--- config.mk ---
export PLATFORM = sky130hd
export DESIGN_NAME = disp_scan_mux_flat
export DESIGN_NICKNAME = d
export VERILOG_FILES = /design/src/rtl/disp_pkg.sv /design/src/rtl/disp_scan_mux_if.sv /design/src/rtl/disp_scan_mux_tick_gen.sv /design/src/rtl/disp_scan_mux.sv /design/src/flat_wrapper.sv
export SDC_FILE = /design/constraint.sdc
export NUM_CORES = 1
export LEC_CHECK = 0
export BUFFER_PORTS_ARGS = -buffer_cell sky130_fd_sc_hd__buf_2
export CORE_AREA = 8 8 90 92
export CTS_CLUSTER_DIAMETER = 80
export DETAILED_ROUTE_END_ITERATION = 7
export DIE_AREA = 0 0 98 100
export PLACE_DENSITY = 0.78
export SYNTH_ARGS = -nofsm -noshare
export SYNTH_HDL_FRONTEND = slang
export SYNTH_HIERARCHICAL = 1
export SYNTH_SLANG_ARGS = --single-unit
export TNS_END_PERCENT = 10
--- constraint.sdc ---
create_clock -name clk -period 4.1 [get_ports clk]
set_clock_uncertainty 0.2 [all_clocks]
set_input_delay 0.615 -clock clk [delete_from_list [all_inputs] [get_ports clk]]
set_output_delay 0.615 -clock clk [all_outputs]
set_load 0.02 [all_outputs]
--- src/rtl/disp_pkg.sv ---
`default_nettype none
// ============================================================================
//  Module      : disp_pkg
//  Description : Shared constants, scan-state encoding and a counter-width
//                helper for the four-digit display scanner.
//  Contents    : ANODE_OFF, DIGIT_BLANK, DP_OFF, scan_state_t, cnt_width()
//  Revision    : 1.0  initial release
// ============================================================================
package disp_pkg;

   localparam logic [3:0] ANODE_OFF   = 4'b1111;   // all anodes disabled
   localparam logic [3:0] DIGIT_BLANK = 4'hF;      // decoder blanks this code
   localparam logic       DP_OFF      = 1'b1;      // decimal point dark

   // Scan state encoding: GUARD = 0, DRIVE = 1. Literals carry an ST_ prefix
   // so they never collide with the GUARD timing parameter of the top.
   typedef enum logic [0:0] {
      ST_GUARD = 1'b0,
      ST_DRIVE = 1'b1
   } scan_state_t;

   // Counter width for a divisor; never below one bit.
   function automatic int cnt_width(input int div);
      return (div > 1) ? $clog2(div) : 1;
   endfunction

endpackage
`default_nettype wire

--- src/rtl/disp_scan_mux_if.sv ---
`default_nettype none
// ============================================================================
//  Module      : disp_scan_mux_if
//  Description : Bundle between the display scanner and its environment.
//  Signals     : digits[15:0]   four BCD nibbles, [3:0] = rightmost digit
//                blink_en[3:0]  per-digit blink request
//                dp_in[3:0]     per-digit decimal point request (active-high)
//                an[3:0]        anode enables, active-low
//                digit_out[3:0] nibble to the segment decoder, F = blank
//                dp_out         decimal point, active-low
//  Modports    : master (source of digits, sink of display), slave (scanner)
//  Revision    : 1.0  initial release
// ============================================================================
interface disp_scan_mux_if;

   logic [15:0] digits;
   logic [3:0]  blink_en;
   logic [3:0]  dp_in;
   logic [3:0]  an;
   logic [3:0]  digit_out;
   logic        dp_out;

   modport master (
      output digits, blink_en, dp_in,
      input  an, digit_out, dp_out
   );

   modport slave (
      input  digits, blink_en, dp_in,
      output an, digit_out, dp_out
   );

endinterface
`default_nettype wire

--- src/rtl/disp_scan_mux_tick_gen.sv ---
`default_nettype none
// ============================================================================
//  Module      : tick_gen
//  Description : Terminal-count counter, 0..DIV-1 then wraps to 0.
//  Ports       : clk      system clock
//                rst_n    asynchronous active-low reset
//                o_tick   high during the terminal-count cycle, i.e. the
//                         counter wraps on the edge that ends this cycle
//                o_count  current count
//  Revision    : 1.0  initial release
// ============================================================================
module tick_gen
   import disp_pkg::*;
#(
   parameter int DIV = 8,
   parameter int W   = cnt_width(DIV)
) (
   input  wire logic         clk,
   input  wire logic         rst_n,
   output logic              o_tick,
   output logic [W-1:0]      o_count
);

   localparam logic [W-1:0] c_TERM = W'(DIV - 1);

   logic [W-1:0] r_count;

   always_ff @(posedge clk or negedge rst_n) begin
      if (!rst_n) begin
         r_count <= '0;
      end else if (r_count == c_TERM) begin
         r_count <= '0;
      end else begin
         r_count <= r_count + 1'b1;
      end
   end

   assign o_tick  = (r_count == c_TERM);
   assign o_count = r_count;

endmodule
`default_nettype wire

--- src/rtl/disp_scan_mux.sv ---
`default_nettype none
// ============================================================================
//  Module      : disp_scan_mux
//  Description : Time-multiplexes a 4-digit BCD value onto a shared-cathode
//                seven-segment display with a blank guard interval at the
//                start of every digit slot, per-digit blink and decimal
//                points. Value and masks are latched once per frame.
//  Ports       : clk     system clock
//                rst_n   asynchronous active-low reset
//                bus     disp_scan_mux_if.slave (digits/blink_en/dp_in in,
//                        an/digit_out/dp_out out, all outputs registered)
//  Revision    : 1.0  initial release
// ============================================================================
module disp_scan_mux
   import disp_pkg::*;
#(
   parameter int REFRESH_DIV = 100000,
   parameter int GUARD       = 16,
   parameter int BLINK_DIV   = 25000000
) (
   input  wire logic       clk,
   input  wire logic       rst_n,
   disp_scan_mux_if.slave  bus
);

   localparam int              SLOT_W       = cnt_width(REFRESH_DIV);
   localparam logic [SLOT_W-1:0] c_GUARD_LAST = SLOT_W'(GUARD - 1);

   // ---------------------------------------------------------------------
   // Timebases
   // ---------------------------------------------------------------------
   logic              w_slot_tick;
   logic [SLOT_W-1:0] w_slot_cnt;
   logic              w_blink_tick;

   tick_gen #(.DIV(REFRESH_DIV)) u_slot_cnt (
      .clk     (clk),
      .rst_n   (rst_n),
      .o_tick  (w_slot_tick),
      .o_count (w_slot_cnt)
   );

   tick_gen #(.DIV(BLINK_DIV)) u_blink_cnt (
      .clk     (clk),
      .rst_n   (rst_n),
      .o_tick  (w_blink_tick),
      .o_count ()
   );

   // ---------------------------------------------------------------------
   // State
   // ---------------------------------------------------------------------
   scan_state_t r_state;
   logic [1:0]  r_idx;
   logic [15:0] r_shadow;
   logic [3:0]  r_blink_mask;
   logic [3:0]  r_dp_mask;
   logic        r_load_pending;
   logic        r_blink_phase;
   logic [3:0]  r_an;
   logic [3:0]  r_digit;
   logic        r_dp;

   // Next-state values. The output registers are loaded from these so that
   // an/digit_out/dp_out always describe the same cycle as the counters.
   scan_state_t w_state_nxt;
   logic [1:0]  w_idx_nxt;
   logic        w_load;
   logic [15:0] w_shadow_nxt;
   logic [3:0]  w_blink_nxt;
   logic [3:0]  w_dp_nxt;
   logic        w_phase_nxt;
   logic        w_blanked;
   logic [3:0]  w_an_nxt;
   logic [3:0]  w_digit_nxt;
   logic        w_dp_out_nxt;

   always_comb begin
      w_state_nxt = r_state;
      w_idx_nxt   = r_idx;

      // The slot wrap ends DRIVE; the last guard count starts DRIVE.
      if (w_slot_tick) begin
         w_state_nxt = ST_GUARD;
         w_idx_nxt   = r_idx + 2'd1;
      end else if (r_state == ST_GUARD && w_slot_cnt == c_GUARD_LAST) begin
         w_state_nxt = ST_DRIVE;
      end

      // New frame content only at power-up and on the digit 3 -> 0 wrap.
      w_load       = r_load_pending || (w_slot_tick && r_idx == 2'd3);
      w_shadow_nxt = w_load ? bus.digits   : r_shadow;
      w_blink_nxt  = w_load ? bus.blink_en : r_blink_mask;
      w_dp_nxt     = w_load ? bus.dp_in    : r_dp_mask;

      w_phase_nxt  = w_blink_tick ? ~r_blink_phase : r_blink_phase;

      w_blanked    = (w_state_nxt == ST_GUARD) ||
                     (w_blink_nxt[w_idx_nxt] && w_phase_nxt);

      w_an_nxt     = ANODE_OFF;
      w_digit_nxt  = DIGIT_BLANK;
      w_dp_out_nxt = DP_OFF;
      if (!w_blanked) begin
         w_an_nxt     = ~(4'b0001 << w_idx_nxt);
         w_digit_nxt  = w_shadow_nxt[{w_idx_nxt, 2'b00} +: 4];
         w_dp_out_nxt = ~w_dp_nxt[w_idx_nxt];
      end
   end

   always_ff @(posedge clk or negedge rst_n) begin
      if (!rst_n) begin
         r_state        <= ST_GUARD;
         r_idx          <= 2'd0;
         r_shadow       <= 16'hFFFF;
         r_blink_mask   <= 4'b0000;
         r_dp_mask      <= 4'b0000;
         r_load_pending <= 1'b1;
         r_blink_phase  <= 1'b0;
         r_an           <= ANODE_OFF;
         r_digit        <= DIGIT_BLANK;
         r_dp           <= DP_OFF;
      end else begin
         r_state        <= w_state_nxt;
         r_idx          <= w_idx_nxt;
         r_shadow       <= w_shadow_nxt;
         r_blink_mask   <= w_blink_nxt;
         r_dp_mask      <= w_dp_nxt;
         r_load_pending <= 1'b0;
         r_blink_phase  <= w_phase_nxt;
         r_an           <= w_an_nxt;
         r_digit        <= w_digit_nxt;
         r_dp           <= w_dp_out_nxt;
      end
   end

   assign bus.an        = r_an;
   assign bus.digit_out = r_digit;
   assign bus.dp_out    = r_dp;

endmodule
`default_nettype wire

--- src/flat_wrapper.sv ---
// flat-port wrapper written by rule: the top's interface ports become plain ports
module disp_scan_mux_flat import disp_pkg::*;
#(
   parameter int REFRESH_DIV = 100000,
   parameter int GUARD       = 16,
   parameter int BLINK_DIV   = 25000000
)
  (clk, rst_n, bus_digits, bus_blink_en, bus_dp_in, bus_an, bus_digit_out, bus_dp_out);
  disp_scan_mux_if bus_i ();
  input  wire logic clk;
  input  wire logic rst_n;
  input wire logic [$bits(bus_i.digits)-1:0] bus_digits;
  input wire logic [$bits(bus_i.blink_en)-1:0] bus_blink_en;
  input wire logic [$bits(bus_i.dp_in)-1:0] bus_dp_in;
  output wire logic [$bits(bus_i.an)-1:0] bus_an;
  output wire logic [$bits(bus_i.digit_out)-1:0] bus_digit_out;
  output wire logic [$bits(bus_i.dp_out)-1:0] bus_dp_out;
  assign bus_i.digits = bus_digits;
  assign bus_i.blink_en = bus_blink_en;
  assign bus_i.dp_in = bus_dp_in;
  assign bus_an = bus_i.an;
  assign bus_digit_out = bus_i.digit_out;
  assign bus_dp_out = bus_i.dp_out;
  disp_scan_mux #(.REFRESH_DIV(REFRESH_DIV), .GUARD(GUARD), .BLINK_DIV(BLINK_DIV)) u_core (.clk(clk), .rst_n(rst_n), .bus(bus_i));
endmodule
Word-level counts from Yosys, hierarchy flattened --
Cells that the tools add are included.
Operators by class: $add $sub $neg 3, magnitude comparators 1, equality and inequality tests 4, shift-type cells 2, muxes and demuxes 16, bitwise logic cells 5, reduce and logical (&&, ||, !) cells 5
Operator list (count):
- 25-bit by 1-bit adder with 25-bit output (second input constant) | 1
- 25-bit == test (second input constant) | 1
- 25-bit 2-to-1 mux | 1
- 17-bit by 1-bit adder with 17-bit output (second input constant) | 1
- 17-bit == test (second input constant) | 1
- 17-bit by 4-bit == test with 1-bit output (second input constant) | 1
- 17-bit 2-to-1 mux | 1
- 16-bit 2-to-1 mux | 1
- 4-bit 2-to-1 mux | 4
- 16-bit by 5-bit indexed part select with 4-bit output | 1
- 1-bit 2-to-1 mux | 6
- 1-bit binary-select mux with 2-bit select | 2
- 1-bit NOT | 4
- 4-bit NOT | 1
- 1-bit by 2-bit left shift with 4-bit output (first input constant) | 1
- 1-bit logical AND | 3
- 2-bit by 3-bit < comparator with 1-bit output (second input constant) | 1
- 2-bit by 1-bit adder with 2-bit output (second input constant) | 1
- 2-bit == test (second input constant) | 1
- 1-bit logical OR | 2
- 2-bit 2-to-1 mux | 1
Word-level totals: register bits after elaboration 80, bits of input ports 26, output and inout port bits 9, logic and storage cells 48

Depth between registers and ports, before layout --
Gate-level depths: netlist of the first run.
depth in word-level cells 9, gate-level depth with buffers 10, mapped depth without buffers 9

By module --
Netlist of the first run, hierarchy kept.
By module, submodules not included:
- disp_scan_mux | instances 1, cells an instance 137, area each 1740.4 um^2, seq. area each 983.4 um^2
- tick_gen at u_core.u_blink_cnt | instances 1, cells an instance 129, area each 1315.0 um^2, seq. area each 625.6 um^2
- tick_gen at u_core.u_slot_cnt | instances 1, cells an instance 74, area each 793.3 um^2, seq. area each 425.4 um^2

Worst setup path after synthesis of the first run --
No wires, ideal clock.
path kind register to register, start point register u_core.u_slot_cnt.r_count[11] (netlist: u_core/u_slot_cnt/o_count[11]), end point register u_core.r_digit[0] (netlist: u_core/bus.digit_out[0]), library setup time 0.098 ns, arrival time 2.757 ns, data required time 3.802 ns, slack 1.046 ns, stages on the path, launching flop included 10, path buffers 1, period minus slack after synthesis 3.054 ns, cell sequence dfrtp_1 > or4_1 > or4_4 > nor4_4 > buf_6 > nor3b_1 > a31oi_4 > o22ai_2 > o21ai_4 > nand3_1
Between the ends: longest elaborated chain between the ends 9, elaborated cells on any way between the ends 17, those cells by class 2 x eq/ne; 1 x shift; 8 x mux; 1 x bitwise; 5 x reduce/logical
Ends and longest elaborated chain:
- start: declaration | RTL line disp_scan_mux_tick_gen.sv:26 | logic [W-1:0] r_count;
- start signal: assignment | RTL line disp_scan_mux_tick_gen.sv:34 | r_count <= r_count + 1'b1;
- 17-bit == test * | RTL line disp_scan_mux_tick_gen.sv:38 | assign o_tick = (r_count == c_TERM);
- via u_core.w_slot_tick | RTL line disp_scan_mux.sv:32 | logic w_slot_tick;
- branches (longest 7 deep; another with 16-bit 2-to-1 mux)
- 4-bit 2-to-1 mux * | RTL line disp_scan_mux.sv:104 | if (!w_blanked) begin
- via u_core.w_digit_nxt[0] | RTL line disp_scan_mux.sv:75 | logic [3:0] w_digit_nxt;
- end signal: assignment | RTL line disp_scan_mux.sv:132 | r_digit <= w_digit_nxt;
- end: declaration | RTL line disp_scan_mux.sv:61 | logic [3:0] r_digit;
Mark *: on every way through the listed nets, which the timed path passes. The select of a mux whose other input is x is not followed.

Final worst setup path of the first run --
start point register u_core.u_slot_cnt.r_count[11] (netlist: u_core/u_slot_cnt/o_count[11]), end point register u_core.r_an[3] (netlist: u_core/bus.an[3])
Between the ends: longest elaborated chain between the ends 9, elaborated cells on any way between the ends 17, those cells by class 2 x eq/ne; 1 x shift; 7 x mux; 2 x bitwise; 5 x reduce/logical
Ends and longest elaborated chain:
- 17-bit == test * | RTL line disp_scan_mux_tick_gen.sv:38
- via u_core.w_slot_tick | RTL line disp_scan_mux.sv:32
- 1-bit logical AND | RTL line disp_scan_mux.sv:91 | w_load = r_load_pending || (w_slot_tick && r_idx == 2'd3);
- 1-bit logical OR | RTL line disp_scan_mux.sv:91
- 4-bit 2-to-1 mux | RTL line disp_scan_mux.sv:93 | w_blink_nxt = w_load ? bus.blink_en : r_blink_mask;
- 1-bit binary-select mux with 2-bit select | RTL line disp_scan_mux.sv:99 | (w_blink_nxt[w_idx_nxt] && w_phase_nxt);
- 1-bit 2-to-1 mux (implied by the code) | RTL line disp_scan_mux.sv:99
- 1-bit logical AND | RTL line disp_scan_mux.sv:99
- 1-bit logical OR | RTL line disp_scan_mux.sv:98 | w_blanked = (w_state_nxt == ST_GUARD) ||
- 4-bit 2-to-1 mux * | RTL line disp_scan_mux.sv:104
- via u_core.w_an_nxt[3] | RTL line disp_scan_mux.sv:74 | logic [3:0] w_an_nxt;
- end signal: assignment | RTL line disp_scan_mux.sv:131 | r_an <= w_an_nxt;
- end: declaration | RTL line disp_scan_mux.sv:60 | logic [3:0] r_an;
Mark *: on every way through the listed nets, which the timed path passes. The rest lies on a longest branch. The select of a mux whose other input is x is not followed.

==> run summary, run 1 <==
The flow ran to the end, and the final reports show no timing, DRC or antenna violations. Hold timing on the final database bottoms out at a slack of 0.193 ns. The arrival time of the worst setup path is 3.32 ns, and the total standard cell area after synthesis is 3850 um^2.

For this run, the leading register cell type out of synthesis is dfrtp_1. The final routed DRC violation total is 0, and the number of buffers inserted by post-CTS setup repair is 0. The H-tree depth reported by CTS came out at 3. For the clock latency reported for the late side of the worst-skew pair, the log shows 0.36 ns. The area added between synthesis and finish was 10.8%.

The setup path with the least slack is of type reg2reg. The half-perimeter wire length after placement came out at 5.35 mm. The count of placed standard cells in the final layout, fillers left out is 462. Fill cells in the final layout number 504. Once routing completed, OpenROAD measured the worst setup slack at 0.852 ns. The final route contains 2693 vias.

The synthesized design spends more area on one cell type than any other, namely dfrtp_1. After clock tree synthesis, the flow added hold-fix buffers numbering 0. The longest clock path from root to sink contains 2 buffers. After detailed routing, the average wire length per cell comes to 16.4 um. Counting instances in the post-synthesis netlist gives the leading cell types as dfrtp_1 (54), dfstp_2 (26), nor2_1 (25), inv_1 (22), nand2_1 (20). The number of synthesized register bits was 80. Walking the worst path, the cells encountered are or4_1 -> or4_4 -> nor4_4 -> buf_4 -> nor3b_1 -> a21oi_2 -> o22ai_2 -> o21ai_4 -> nand3b_1. The average instance area after synthesis was 11.3 um^2; the wire length of the first global-routing pass was 12.9 mm. The TritonCTS buffer count is 9, and the share of cells above drive strength 1 is 27.0%. The routed design could run at a clock period as short as 3.25 ns. During placement, the flow inserted port buffers numbering 34.

The clock-pin slew of the registers on the worst-case setup and hold paths is 0.09 ns, and the register area is 2030 um^2. The worst pin sits at a relative slew slack of 36.1%. Once detail routing completed, the nets flagged for antenna violations numbered 0. Along the worst path, the maximum fanout reaches 19. Counting flops with a built-in enable in the synthesized netlist gives 0.

The via count of the first global-routing pass is 2632. The worst path uses 79.2% of the clock period. The worst setup path is captured at a flip-flop.

The number of max-slew violations in the final report is 0, and the iteration count of the initial detailed-routing pass is 5. The horizontal die dimension is 98 um, and the combined buffer and inverter count along the critical path is 1. The number of gates resized after CTS was 0. Of the synthesized area, sequential elements account for 52.9%. The tree is rooted in a clkbuf_8. In this design, the stage delay of the slowest critical-path cell is 0.54 ns. Synthesis produced a netlist with a net count of 369.

The total count of hold-check failures in the final report came out at 0. The net count of the finished layout is 406. After detailed routing, the number of vias per cell comes to 5.83. The routed design has 7.59 mm of wire. The initial utilization of the core area, before any placement, comes to 57.9%. Setup slack on the worst reg-to-reg path comes out at 0.85 ns. In this run the biggest area consumer among cell types represents 35.1% of the synthesized area. Across the run, the number of max-cap violations was 0.

For the pin with the worst max-slew slack, the measured transition is 0.956 ns. The run gives 0 ns as the final sum of negative setup slack. The number of antenna violations at the first check in global routing is 0, and the number of synthesis warnings is 6.

The logs give 80 for the clock sink count and 16.4% for the overall fraction of global-route tracks in use. The leftover overflow at the end of global routing was 0; the number of I/O pins was 35. After the first detailed-routing iteration, the DRC count stood at 153. In this run the static leakage power is 0.00190 uW. For this design, the slowest cell found on the critical path is or4_1.

Dividing total power by cell area gives a power density of 363 nW/um^2. Counting every instance in the synthesized netlist gives 340. Kind of launch point of the worst setup path: a flip-flop. The number of cells in the design after placement came out at 446. The tools report the area of the die as 9800 um^2. The core region is 6640 um^2. The logs give 81 for the maximum number of pins on one net before global-route repair and 0.813 for the final estimated routing congestion in global placement.

Before CTS, the worst setup slack after placement is 0.864 ns. The worst hold path belongs to the class in2async. Setup repair after global routing left no endpoint under its margin. For this run, asynchronously set or reset flops after synthesis account for 100%.

TritonCTS built the clock tree. The top cell family by delay on the critical path is simple AND/OR/NAND/NOR gates. The run gives 48 as the number of library cell types mapped by synthesis. VDD sags by at most 0.287 mV.

Setup violations remaining at the end of the flow were counted as 0. Measured along the y axis, the die boundary spans 100 um. The diode insertion count for antenna repair is 0. The most frequently used cell type in the post-synthesis netlist is dfrtp_1. The required time reported for the critical path endpoint came out at 4.17 ns. Yosys attributes the largest share of cell area to dfrtp_1 (35%), dfstp_2 (18%), mux2i_1 (4.9%), xnor2_1 (4.3%), xor2_1 (2.7%).

In the final layout, the multi-input gates occupy 1660 um^2. Timing would allow up to 308 MHz. For the count of standard-cell rows, the log shows 30.
worst paths after layout:
path                                             endpoint                          start  cells past startpoint
setup / recovery                         u_core/bus.an[3]  u_core/u_slot_cnt/o_count[11]                      9
hold / removal             u_core/u_blink_cnt/o_count[12]                          rst_n                      1
setup reg to reg                         u_core/bus.an[3]  u_core/u_slot_cnt/o_count[11]                      9
hold reg to reg             u_core/u_blink_cnt/o_count[0]  u_core/u_blink_cnt/o_count[0]                      1
max in group asynchronous   u_core/u_slot_cnt/o_count[13]                          rst_n                      1
min in group clk            u_core/u_blink_cnt/o_count[0]  u_core/u_blink_cnt/o_count[0]                      1
registers in the layout, indices dropped and copies added (netlist names):
name,count
u_core/u_blink_cnt/o_count,25
u_core/u_slot_cnt/o_count,17
u_core/r_shadow,16
u_core/bus.an,4
u_core/bus.digit_out,4
u_core/r_blink_mask,4
u_core/r_dp_mask,4
u_core/r_idx,2
u_core/bus.dp_out,1
u_core/r_blink_phase,1
u_core/r_load_pending,1
u_core/r_state,1
final cells by class:
cell class	instances	share of cell area, %
clock buffer	10	3.23
clock inverter	6	1.76
inverter	22	1.94
multi-input combinational	229	38.8
sequential	80	47.7
tap	80	2.35
timing repair buffer	35	4.22
cells by family after synthesis:
logic type / after synthesis / share of synthesized area, %
buffers and inverters: 31 / 4.13
AND/OR/NAND/NOR: 133 / 20.4
AO/OA/AOI/OAI: 35 / 7.48
XOR/XNOR: 31 / 7.05
adder cells (fa/ha/maj): 3 / 0.975
multiplexers: 26 / 6.99
flip-flops: 80 / 52.9
other: 1 / 0.0974
cells in the final DEF, fill, tap and decap left out, types with 6 or more instances in the layout:
cell type	instances
nor3_1	10
dfrtp_1	54
xnor2_1	19
buf_2	33
nand4_1	14
o21ai_0	6
nor4_1	8
nor2_1	25
xor2_1	12
inv_1	22
nand2_1	20
nand3_1	19
o22ai_1	9
clkbuf_8	10
a21oi_1	7
dfstp_2	26
mux2i_1	19
power by group:
group,internal [uW],switching [uW]
Sequential,833,9.45
Clock,306,305
Combinational,35.2,58.9
Total,1170,373
metrics by stage:
stage | total power, uW | area (um^2) | utilization [%]
6_report | 1550 | 4270 | 64.2
3_3_place_gp | 949 | 4050 | 61.0
5_1_grt | 1610 | 4270 | 64.2
2_1_floorplan | 907 | 3850 | -
4_1_cts | 1560 | 4270 | 64.2
3_5_place_dp | 952 | 4050 | 61.0
per-layer routing:
layer | wire length (um) | track usage (%)
met3 | 307 | 3.74
met4 | 148 | 8.03
met5 | 0 | 0
met2 | 3720 | 26.7
met1 | 3420 | 20.2
Note: power is estimated with default switching activity, not from simulation.
==> run 2: changes to the inputs <==
- CORE_AREA: 8 8 90 92 -> 8 8 95 97
- DIE_AREA: 0 0 98 100 -> 0 0 103 105
- PLACE_DENSITY: 0.78 -> 0.73
- clock period: 4.1 -> 2.7 ns (I/O delays scaled with it)
==> run summary, run 2 (synthesis results as in run 1) <==
The worst slack after detailed placement is -0.290 ns (-1.15 ns), and the logic depth of the worst path, buffers included is 11 (+2). For the highest achievable clock rate, the log shows 332 MHz (+7.9%). The logs give -0.310 ns (-1.16 ns) for the post-layout worst setup margin and 32 (+6.7%) for the count of standard-cell rows.

The clock sink count was 80 (unchanged); the transition time at the pin with the least slew margin was 0.961 ns (+0.00487 ns). TritonCTS built the clock tree. The tools report the wire length of the first global-routing pass as 14.3 mm (+10%). The area growth from synthesis to layout is 23.8%. The run gives 502 (+13%) as the number of cells in the design after placement.

The number of max-slew violations in the final report was 0 (unchanged); the delay of the slowest cell on the worst path was 0.52 ns (-0.02 ns). The flip-flop count of the largest register, all copies and words added was 25 (unchanged); the post-detailed-routing wire length was 8.27 mm (+9.0%). The starting density of the core is 51.1% (-6.8 points). Arrival time of the worst setup path: 3.06 ns (-0.26 ns). The final sum of negative setup slack is -2.41 ns (-2.41 ns). The top cell family by delay on the critical path is simple AND/OR/NAND/NOR gates.

The startpoint of the worst register-to-register path was u_core/u_slot_cnt/o_count[11]. The top cell types in the final layout, fill and taps aside, are dfrtp_1 (54), buf_4 (41), buf_2 (33), dfstp_2 (26), nor2_1 (24). The critical-path maximum fanout is 8 (-11), and the H-tree depth reported by CTS is 3 (unchanged).

The routed via count was 2861 (+6.2%); the cell area power density was 495 nW/um^2 (+36%). Minimum setup slack among reg-to-reg paths: -0.31 ns (-1.16 ns). The number of design-rule violations left by the first detailed-router iteration was 128 (-16%); the iteration count of the initial detailed-routing pass was 4 (-1).

The number of buffer cells added on primary ports was 34 (unchanged); the count of fill cells added during filler insertion was 591 (+17%). The worst hold path belongs to the class in2async. Half-perimeter wire length after placement: 5.47 mm (+2.3%). The leftover overflow at the end of global routing is 0 (unchanged).

The tools report the number of I/O pins as 35 (unchanged). Clock tree synthesis selected as its root buffer the cell clkbuf_8. Kind of critical path: reg2reg.

The buffer levels on the longest clock path is 2 (unchanged). STA classifies the critical path endpoint as a flip-flop. The count of placed standard cells in the final layout, fillers left out was 528 (+14%).

The maximum number of pins on one net before global-route repair was 81 (unchanged). Setup-violating endpoint count in the final report: 14 (+14). The peak supply drop was 0.295 mV (+2.9%). The horizontal die dimension works out to 103 um (+5.1%).

Number of buffers inserted for hold repair after clock tree synthesis: 0 (unchanged). The post-layout minimum cycle time is 3.01 ns (-0.239 ns). The kind of launch point of the worst setup path was a flip-flop. The worst-path cell with the longest stage delay is or4_4. The final clock period utilization by the worst path came out at 111% (+32 points). The logs give 2.75 ns (-1.42 ns) for the required time reported for the critical path endpoint and 16.4% (about the same) for the overall fraction of global-route tracks in use. The tools report the worst max-slew margin expressed relative to the limit as 35.9% (-0.18 points). The diode insertion count for antenna repair is 0 (unchanged). The count of cells along the worst register-to-register path is 11 (+2). The overall die height was 105 um (+5.0%).

The run finished, with violations left. The TritonCTS buffer count came out at 9 (unchanged). The final reports fail on hold timing, setup timing.

The minimum hold slack is -0.00785 ns (-0.201 ns), and the leakage dissipation is 0.00213 uW (+12%). The final estimated routing congestion in global placement is 0.796 (-2.1%), and the mean number of vias per cell is 5.42 (-7.0%). For the final routed DRC violation total, the log shows 0 (unchanged). The critical path goes through or4_4 -> or4_4 -> nor4_4 -> buf_4 -> buf_8 -> nor3b_2 -> a21oi_2 -> buf_4 -> o22ai_2 -> nor3b_2 -> nand3_2.

The average wire per standard cell is 15.7 um (-4.6%). Setup repair after global routing could not meet its margin everywhere. Leaving out fill and tap cells, the most frequent cell in the layout is dfrtp_1. The end of the worst register-to-register path is u_core/bus.digit_out[3].

Total count of hold-check failures in the final report: 8 (+8). The tools report the layout net count as 450 (+11%). The run gives 2913 (+11%) as the via count of the first global-routing pass. For the max-cap violation count, the log shows 0 (unchanged). The clock latency reported for the late side of the worst-skew pair came out at 0.35 ns (about the same). The area of the die was 10800 um^2 (+10%); the clock-pin slew of the registers on the worst-case setup and hold paths was 0.08 ns (about the same). The tools report the area of the core as 7530 um^2 (+13%).

The combined buffer and inverter count along the critical path was 3 (+2). Number of antenna-violating nets in the routed design: 0 (unchanged). The share of cells above drive strength 1 is 40.4% (+13 points), and the number of antenna violations at the first check in global routing is 0 (unchanged).
## run 2: changes by cell type in the layout (fill, tap and decap cells not counted), moves of 4 or more
cell,previous run,this run
buf_4,2,41
mux2i_2,0,11
o22ai_1,9,5
mux2i_1,19,7
## run 2: cell type report
cell class	count	area, um^2	share of cell area (%)
flip-flops and latches	80	2030	42.7
well taps	102	128	2.68
multi-input cells	230	1800	37.8
inverters	22	82.6	1.73
clock buffers	11	141	2.97
repair buffers	78	522	10.9
clock inverters	5	57.6	1.21
## run 2: layer usage
metal  global-route usage (%)  share of wire (%)  up-vias
met5                        0                  0        -
met4                     5.48                1.4        0
met3                     4.31                3.0       13
met2                     26.0                 50       43
met1                     21.1                 45     1442
li1                         -                  -     1363
## run 2: through the flow
stage	total power, uW	utilization, %	instance area (um^2)	hold slack [ns]
after floorplan	1380	-	3850	-0.0906
after global placement	1470	57.6	4340	0.264
after detailed placement	1470	57.6	4340	0.281
after CTS	2360	62.0	4670	0.0444
after global routing	2460	63.3	4770	0.0753
final	2360	63.3	4770	-0.00785
## run 2: how the worst max path moves through the flow
stage | endpoint | slack, ns | startpoint
global placement | u_core/bus.dp_out | -0.19 | u_core/u_slot_cnt/o_count[11]
finish | u_core/bus.digit_out[3] | -0.31 | u_core/u_slot_cnt/o_count[11]
global route | u_core/bus.dp_out | -0.45 | u_core/u_slot_cnt/o_count[11]
detailed placement | u_core/bus.digit_out[3] | -0.29 | u_core/u_slot_cnt/o_count[11]
floorplan | u_core/bus.digit_out[0] | -0.35 | u_core/u_slot_cnt/o_count[11]
CTS | u_core/bus.dp_out | -0.25 | u_core/u_slot_cnt/o_count[11]
## run 2: report_power, final
group          internal, uW  switching (uW)
sequential             1270            16.0
clock                   453             422
combinational          95.1             107
total                  1810             545
## run 2: worst reg2reg max path, cell delays in order, from the launching register on
cell and delay, ns:
dfrtp_1 0.39, or4_4 0.52, or4_4 0.44, nor4_4 0.21, buf_4 0.18, buf_8 0.13, nor3b_2 0.05, a21oi_2 0.25
buf_4 0.19, o22ai_2 0.08, nor3b_2 0.19, nand3_2 0.09
## run 2: what timing repair did
action / in CTS / in global routing
gates cloned: 1 / 0
setup buffers: 6 / 3
pin swaps: 7 / 2
setup endpoints to repair: 10 / 25
resized for setup: 16 / 19
